--- src/rtl/priority_encoder_8to3_if.sv ---
// Request/result bundle for the 8-to-3 priority encoder.
// The master drives the request lines; the slave (encoder) returns the code and valid flag.
interface priority_encoder_8to3_if;
  logic p0;
  logic p1;
  logic p2;
  logic p3;
  logic p4;
  logic p5;
  logic p6;
  logic p7;
  logic z1;
  logic z2;
  logic z4;
  logic v;

  modport master (
    output p0, p1, p2, p3, p4, p5, p6, p7,
    input  z1, z2, z4, v
  );

  modport slave (
    input  p0, p1, p2, p3, p4, p5, p6, p7,
    output z1, z2, z4, v
  );
endinterface

--- src/rtl/priority_encoder_8to3.sv ---
// Registered 8-to-3 priority encoder: the index of the highest asserted request (p7 wins)
// appears one clock after sampling, with v flagging that any request was present.
module priority_encoder_8to3 (
  input logic                  clk,
  input logic                  rst_n,
  priority_encoder_8to3_if.slave bus
);

  logic [7:0] req_s;
  logic [2:0] code_d;
  logic [2:0] code_q;
  logic       v_d;
  logic       v_q;

  assign req_s = {bus.p7, bus.p6, bus.p5, bus.p4, bus.p3, bus.p2, bus.p1, bus.p0};

  // Priority decode; an empty request vector yields code 000 with v low.
  always_comb begin
    code_d = 3'b000;
    v_d    = 1'b0;
    casez (req_s)
      8'b1???_????: begin code_d = 3'd7; v_d = 1'b1; end
      8'b01??_????: begin code_d = 3'd6; v_d = 1'b1; end
      8'b001?_????: begin code_d = 3'd5; v_d = 1'b1; end
      8'b0001_????: begin code_d = 3'd4; v_d = 1'b1; end
      8'b0000_1???: begin code_d = 3'd3; v_d = 1'b1; end
      8'b0000_01??: begin code_d = 3'd2; v_d = 1'b1; end
      8'b0000_001?: begin code_d = 3'd1; v_d = 1'b1; end
      8'b0000_0001: begin code_d = 3'd0; v_d = 1'b1; end
      default:      begin code_d = 3'b000; v_d = 1'b0; end
    endcase
  end

  // Output registers, cleared asynchronously so reset takes effect without a clock.
  always_ff @(posedge clk or negedge rst_n) begin
    if (!rst_n) begin
      code_q <= 3'b000;
      v_q    <= 1'b0;
    end else begin
      code_q <= code_d;
      v_q    <= v_d;
    end
  end

  assign bus.z1 = code_q[0];
  assign bus.z2 = code_q[1];
  assign bus.z4 = code_q[2];
  assign bus.v  = v_q;

endmodule

--- src/flat_wrapper.sv ---
// flat-port wrapper written by rule: the top's interface ports become plain ports
module priority_encoder_8to3_flat 
  (clk, rst_n, bus_p0, bus_p1, bus_p2, bus_p3, bus_p4, bus_p5, bus_p6, bus_p7, bus_z1, bus_z2, bus_z4, bus_v);
  priority_encoder_8to3_if bus_i ();
  input logic clk;
  input logic rst_n;
  input wire logic [$bits(bus_i.p0)-1:0] bus_p0;
  input wire logic [$bits(bus_i.p1)-1:0] bus_p1;
  input wire logic [$bits(bus_i.p2)-1:0] bus_p2;
  input wire logic [$bits(bus_i.p3)-1:0] bus_p3;
  input wire logic [$bits(bus_i.p4)-1:0] bus_p4;
  input wire logic [$bits(bus_i.p5)-1:0] bus_p5;
  input wire logic [$bits(bus_i.p6)-1:0] bus_p6;
  input wire logic [$bits(bus_i.p7)-1:0] bus_p7;
  output wire logic [$bits(bus_i.z1)-1:0] bus_z1;
  output wire logic [$bits(bus_i.z2)-1:0] bus_z2;
  output wire logic [$bits(bus_i.z4)-1:0] bus_z4;
  output wire logic [$bits(bus_i.v)-1:0] bus_v;
  assign bus_i.p0 = bus_p0;
  assign bus_i.p1 = bus_p1;
  assign bus_i.p2 = bus_p2;
  assign bus_i.p3 = bus_p3;
  assign bus_i.p4 = bus_p4;
  assign bus_i.p5 = bus_p5;
  assign bus_i.p6 = bus_p6;
  assign bus_i.p7 = bus_p7;
  assign bus_z1 = bus_i.z1;
  assign bus_z2 = bus_i.z2;
  assign bus_z4 = bus_i.z4;
  assign bus_v = bus_i.v;
  priority_encoder_8to3 u_core (.clk(clk), .rst_n(rst_n), .bus(bus_i));
endmodule
--- config.mk ---
export PLATFORM = sky130hd
export DESIGN_NAME = priority_encoder_8to3_flat
export DESIGN_NICKNAME = d
export VERILOG_FILES = /design/src/rtl/priority_encoder_8to3_if.sv /design/src/rtl/priority_encoder_8to3.sv /design/src/flat_wrapper.sv
export SDC_FILE = /design/constraint.sdc
export NUM_CORES = 1
export LEC_CHECK = 0
export CORE_AREA = 2 2 39 41
export DETAILED_ROUTE_END_ITERATION = 8
export DIE_AREA = 0 0 41 43
export MAX_ROUTING_LAYER = met4
export SLEW_MARGIN = 20
export SYNTH_ARGS = -nofsm -noshare
export SYNTH_HDL_FRONTEND = slang
export SYNTH_SLANG_ARGS = --single-unit
--- constraint.sdc ---
create_clock -name clk -period 0.8 [get_ports clk]
set_input_delay 0.16 -clock clk [delete_from_list [all_inputs] [get_ports clk]]
set_output_delay 0.16 -clock clk [all_outputs]
set_load 0.01 [all_outputs]
==> results of run 1 <==
==> layer usage <==
layer	vias to the layer above	global-route usage	part of all wire
li1	88	-	-
met1	77	0.0581	0.40
met2	9	0.0656	0.52
met3	0	0	0.071
met4	0	0.0800	0
met5	-	-	0
==> power by group <==
group	internal [W]	switching, W	leakage, nW
registers	0.000212	0.00000263	0.0386
clock network	0.000167	0.0000713	0.0138
logic	0.0000520	0.0000400	0.109
total	0.000431	0.000114	0.161
==> state kept, by name, indices dropped and copies added, names as in the netlist <==
register,cells
u_core.bus.v,1
u_core.code_q,3
==> cells in the final DEF, fill, tap and decap left out <==
| master | count |
|---|---|
| nor2_2 | 3 |
| buf_2 | 2 |
| o31ai_1 | 1 |
| nand2_1 | 1 |
| clkbuf_4 | 3 |
| a21oi_1 | 1 |
| a21oi_2 | 1 |
| buf_6 | 2 |
| dlygate4sd2_1 | 3 |
| o2111ai_1 | 1 |
| clkdlybuf4s50_1 | 3 |
| o31ai_2 | 1 |
| nor2_1 | 1 |
| dfrtp_1 | 4 |
| clkinv_2 | 1 |
| inv_1 | 1 |
| dlymetal6s2s_1 | 3 |
==> per-stage QoR <==
stage | hold WS (ps) | total power (W) | util
after floorplan | -136 | 0.000236 | -
after global placement | 368 | 0.000307 | 0.224
after detailed placement | 376 | 0.000310 | 0.224
after CTS | 131 | 0.000553 | 0.231
after global routing | 156 | 0.000570 | 0.250
final | 135 | 0.000545 | 0.250
==> area by class of cell <==
type                       instances  area, sq um  share of cell area
timing repair buffer              13          126               0.365
sequential                         4          100               0.289
multi-input combinational         10         68.8               0.199
clock buffer                       3         22.5              0.0650
tap                               16         20.0              0.0578
inverter                           2         8.76              0.0253
==> worst max-delay path by stage <==
stage	slack (ps)	cells after the start	endpoint
floorplan	260	2	u_core.bus.v
global placement	-260	3	u_core.bus.v
detailed placement	-270	4	u_core.code_q[0]
CTS	-80	1	bus_z2
global route	-90	1	bus_z2
finish	-70	1	bus_z1
==> logic make-up after synthesis <==
family                 Yosys count  synth area share
and+or+nand+nor                  5             0.117
buffers and inverters            2            0.0468
AOI/OAI and AO/OA                5             0.211
DFF                              4             0.625
==> timing repair <==
action                                 CTS  global route
hold buffers                             0             0
pin swaps                                2             4
endpoints found under the hold margin    0             0
setup endpoints to repair                6             7
resized for setup                       22             8
==> run metrics, run 1 <==
CTS Sinks 4; fin cells 48; commonest cells in the netlist 4 x dfrtp_1, 4 x nor2_1, 2 x a21oi_1, 2 x o31ai_1; GP Congestion 0.718; ranking of synthesized cells by area dfrtp_1 63%, nor2_1 9.4%, o31ai_1 9.4%; IO Pins 14; f_max 1150 MHz; synthesized instance count 16; crit path max-delay cell type dfrtp_1; post-synth cell types 8; status complete, but fails checks; final hold violation count 0; die height 43 um; register area share after synthesis 0.625; Placed Area 310 sq um; Post-DP HPWL 304 um; Pleak 0.161 nW; worst slew pin tran 194 ps; path type of the worst min-delay path input port to async pin; cell accounting for the most synthesized area dfrtp_1; YS warnings 0; CTS clk-pin slew, worst paths 40 ps; Worst EP required 640 ps; gr usage total 0.0525; CP Max Fanout 1; Most used DFF post-synth dfrtp_1; initial drt markers 1; violated checks setup timing; startpoint types flip-flop; # fillers 158; placed cell count 45; initial antenna violation count 0; final instance area 347 sq um; Final Slew Violations 0; Die Wd 41 um; Yosys reg bits 4; Fin Setup TNS -265 ps; gr ovfl total 0; max incr delay on CP 360 ps; cells along the critical path buf_6; Synth top area share 0.625; post-route antenna net violation count 0; CP endpoint kind primary output; cell area after synthesis 160 sq um; Area growth syn-to-layout 116%; Site Rows 14; first-pass GRT wire length 586 um; delay-heaviest family, CP flip-flops; Mapped Nets 26; maximum VDD drop 0.305 mV; Setup Buffers After CTS 0; CP Class flip-flop to primary output; CTS tree yes; Arrival @ worst endpoint 710 ps; die area 1760 sq um; vias per cell 3.63; RSZ-0062 raised after global routing yes; Tcrit/Tclk final 1.09; fin nets 44; # DRC 0; H-tree Lvls 1; Final Worst Setup Slack -68.5 ps; Inserted Clock Buffers 3; clk buf depth 2; IO buf count 13; Setup WS pre-CTS -272 ps; DRT Pass-1 Iters 2; CTS Root Cell clkbuf_4; Inserted Diodes 0; number of flops mapped to enable cells by yosys 0; Initial Utilization 0.116; layout cells sized above 1 0.406; pin count of the biggest net entering global routing 5; vias in the first global route 179; max_cap viols 0; wire per inst 7.92 um; post-synthesis area per instance 10.0 sq um; Total Wirelength 380 um; Worst Setup SP u_core.code_q[0]; Slew HR 0.870; fraction of registers with async set/reset 1.00; pwr dens 1570 nW/um^2; final setup fails 4; crit path buf inv count 1; Core Area 1380 sq um; Period minus WS final 869 ps; vias post-DR 174
(Power assumes the default switching activity.)
==> run 2, diff against run 1 <==
--- a/config.mk
+++ b/config.mk
@@ -9,6 +9,7 @@
 export DETAILED_ROUTE_END_ITERATION = 8
 export DIE_AREA = 0 0 41 43
 export MAX_ROUTING_LAYER = met4
+export SKIP_CTS_REPAIR_TIMING = 1
 export SLEW_MARGIN = 20
 export SYNTH_ARGS = -nofsm -noshare
 export SYNTH_HDL_FRONTEND = slang
==> constraint.sdc (replaced) <==
create_clock -name clk -period 1.1 [get_ports clk]
set_input_delay 0.22 -clock clk [delete_from_list [all_inputs] [get_ports clk]]
set_output_delay 0.22 -clock clk [all_outputs]
set_load 0.01 [all_outputs]
==> run metrics, run 2 (synthesized netlist as in run 1, its figures left out) <==
initial antenna violation count 0 (unchanged); Total Wirelength 381 um (+0.26%); H-tree Lvls 1 (unchanged); FF+latch area 100 sq um (unchanged); status finished, final reports clean; # DRC 0 (unchanged); GP Congestion 0.661 (-7.9%); Multi-input gate area 52.6 sq um (-24%); path type of the worst min-delay path input port to async pin; Arrival @ worst endpoint 740 ps (+30 ps); f_max 1040 MHz; Largest register FFs 3 (unchanged); Final Slew Violations 0 (unchanged); fin cells 48 (unchanged); fin nets 44 (unchanged); CTS Root Cell clkbuf_4; vias per cell 3.83 (+5.7%); delay-heaviest family, CP flip-flops; clk buf depth 2 (unchanged); Initial Utilization 0.116 (unchanged); Worst EP required 880 ps (+240 ps); layout cells sized above 1 0.0938 (-0.313); Post-DP HPWL 303 um (-0.23%); CP endpoint kind primary output; CTS Sinks 4 (unchanged); crit path max-delay cell type dfrtp_1; IO Pins 14 (unchanged); initial drt markers 5 (+4); Inserted Clock Buffers 3 (unchanged); max_cap viols 0 (unchanged); final hold slack 187 ps (+52.2 ps); commonest non-fill, non-tap cells in the layout 9 x clkdlybuf4s50_1, 4 x nor2_1, 4 x dlymetal6s2s_1, 4 x dfrtp_1, 3 x clkbuf_4; Inserted Diodes 0 (unchanged); wire per inst 7.94 um (+0.26%); placed cell count 45 (unchanged); maximum VDD drop 0.326 mV (+7.0%); final setup fails 0 (-4); cells along the critical path dlymetal6s2s_1; RSZ-0062 raised after global routing no; vias post-DR 184 (+5.7%); first-pass GRT wire length 586 um (unchanged); Site Rows 14 (unchanged); final hold violation count 0 (unchanged); startpoint types flip-flop; vias in the first global route 163 (-8.9%); pin count of the biggest net entering global routing 5 (unchanged); Area growth syn-to-layout 114%; die height 43 um (unchanged); IO buf count 13 (unchanged); Pleak 0.136 nW (-15%); Die Wd 41 um (unchanged); CP Max Fanout 1 (unchanged); crit path buf inv count 1 (unchanged); Post-Route Utilization 0.248 (-0.00271); total power 0.000397 W (-27%); DRT Pass-1 Iters 4 (+2); gr usage total 0.0537 (+0.00114); commonest non-fill, non-tap cell in the layout clkdlybuf4s50_1; Worst Setup SP u_core.code_q[1]; # fillers 150 (-5.1%); Tcrit/Tclk final 0.876; worst slew pin tran 213 ps (+18.9 ps); max incr delay on CP 350 ps (about the same); CTS tree yes; Slew HR 0.857 (-0.0130); Most flops, register u_core.code_q; CP Class flip-flop to primary output; pwr dens 1160 nW/um^2 (-26%); critical path endpoint bus_z2; Period minus WS final 964 ps; gr ovfl total 0 (unchanged); die area 1760 sq um (unchanged); total stage count of the critical path 1 (unchanged); CTS clk-pin slew, worst paths 40 ps (about the same); Core Area 1380 sq um (unchanged); post-route antenna net violation count 0 (unchanged)
[run 2: cell count changes in the layout (fill, tap and decap cells not counted), moves of 2 or more]
| cell | before | now |
|---|---|---|
| nor2_1 | 1 | 4 |
| dlygate4sd2_1 | 3 | 0 |
| nor2_2 | 3 | 0 |
| buf_6 | 2 | 0 |
| buf_2 | 2 | 0 |
| clkdlybuf4s50_1 | 3 | 9 |
[run 2: stage by stage]
stage	setup slack [ps]	TNS (ps)	cell area [sq um]
6_report	136	0	343
5_1_grt	105	0	343
4_1_cts	-202	-806	333
3_5_place_dp	-39.9	-62.1	310
3_3_place_gp	-17.0	-29.1	310
2_1_floorplan	497	0	160
[run 2: power breakdown]
part | total (W) | switching [W] | internal (W)
clock | 0.000176 | 0.0000541 | 0.000122
combinational | 0.0000660 | 0.0000243 | 0.0000417
sequential | 0.000155 | 0.00000117 | 0.000154
total | 0.000397 | 0.0000795 | 0.000317
[run 2: cell type report]
type                       count  area share
timing repair buffer          13       0.409
tap                           16      0.0584
sequential                     4       0.292
multi-input combinational     10       0.153
clock buffer                   3      0.0657
inverter                       2      0.0219
[run 2: metal layers]
layer,global-route usage,share of wire
met1,0.0552,0.34
met2,0.0719,0.47
met3,0.0157,0.14
met4,0.0600,0.042
met5,-,0
[run 2: how the worst min path moves through the flow]
stage           from          endpoint  slack, ps  cells past startpoint
5_1_grt        rst_n      u_core.bus.v        190                      1
6_report       rst_n  u_core.code_q[2]        190                      1
2_1_floorplan  rst_n      u_core.bus.v        -80                      0
3_5_place_dp   rst_n  u_core.code_q[2]        430                      1
3_3_place_gp   rst_n  u_core.code_q[2]        430                      1
4_1_cts        rst_n  u_core.code_q[2]        190                      1
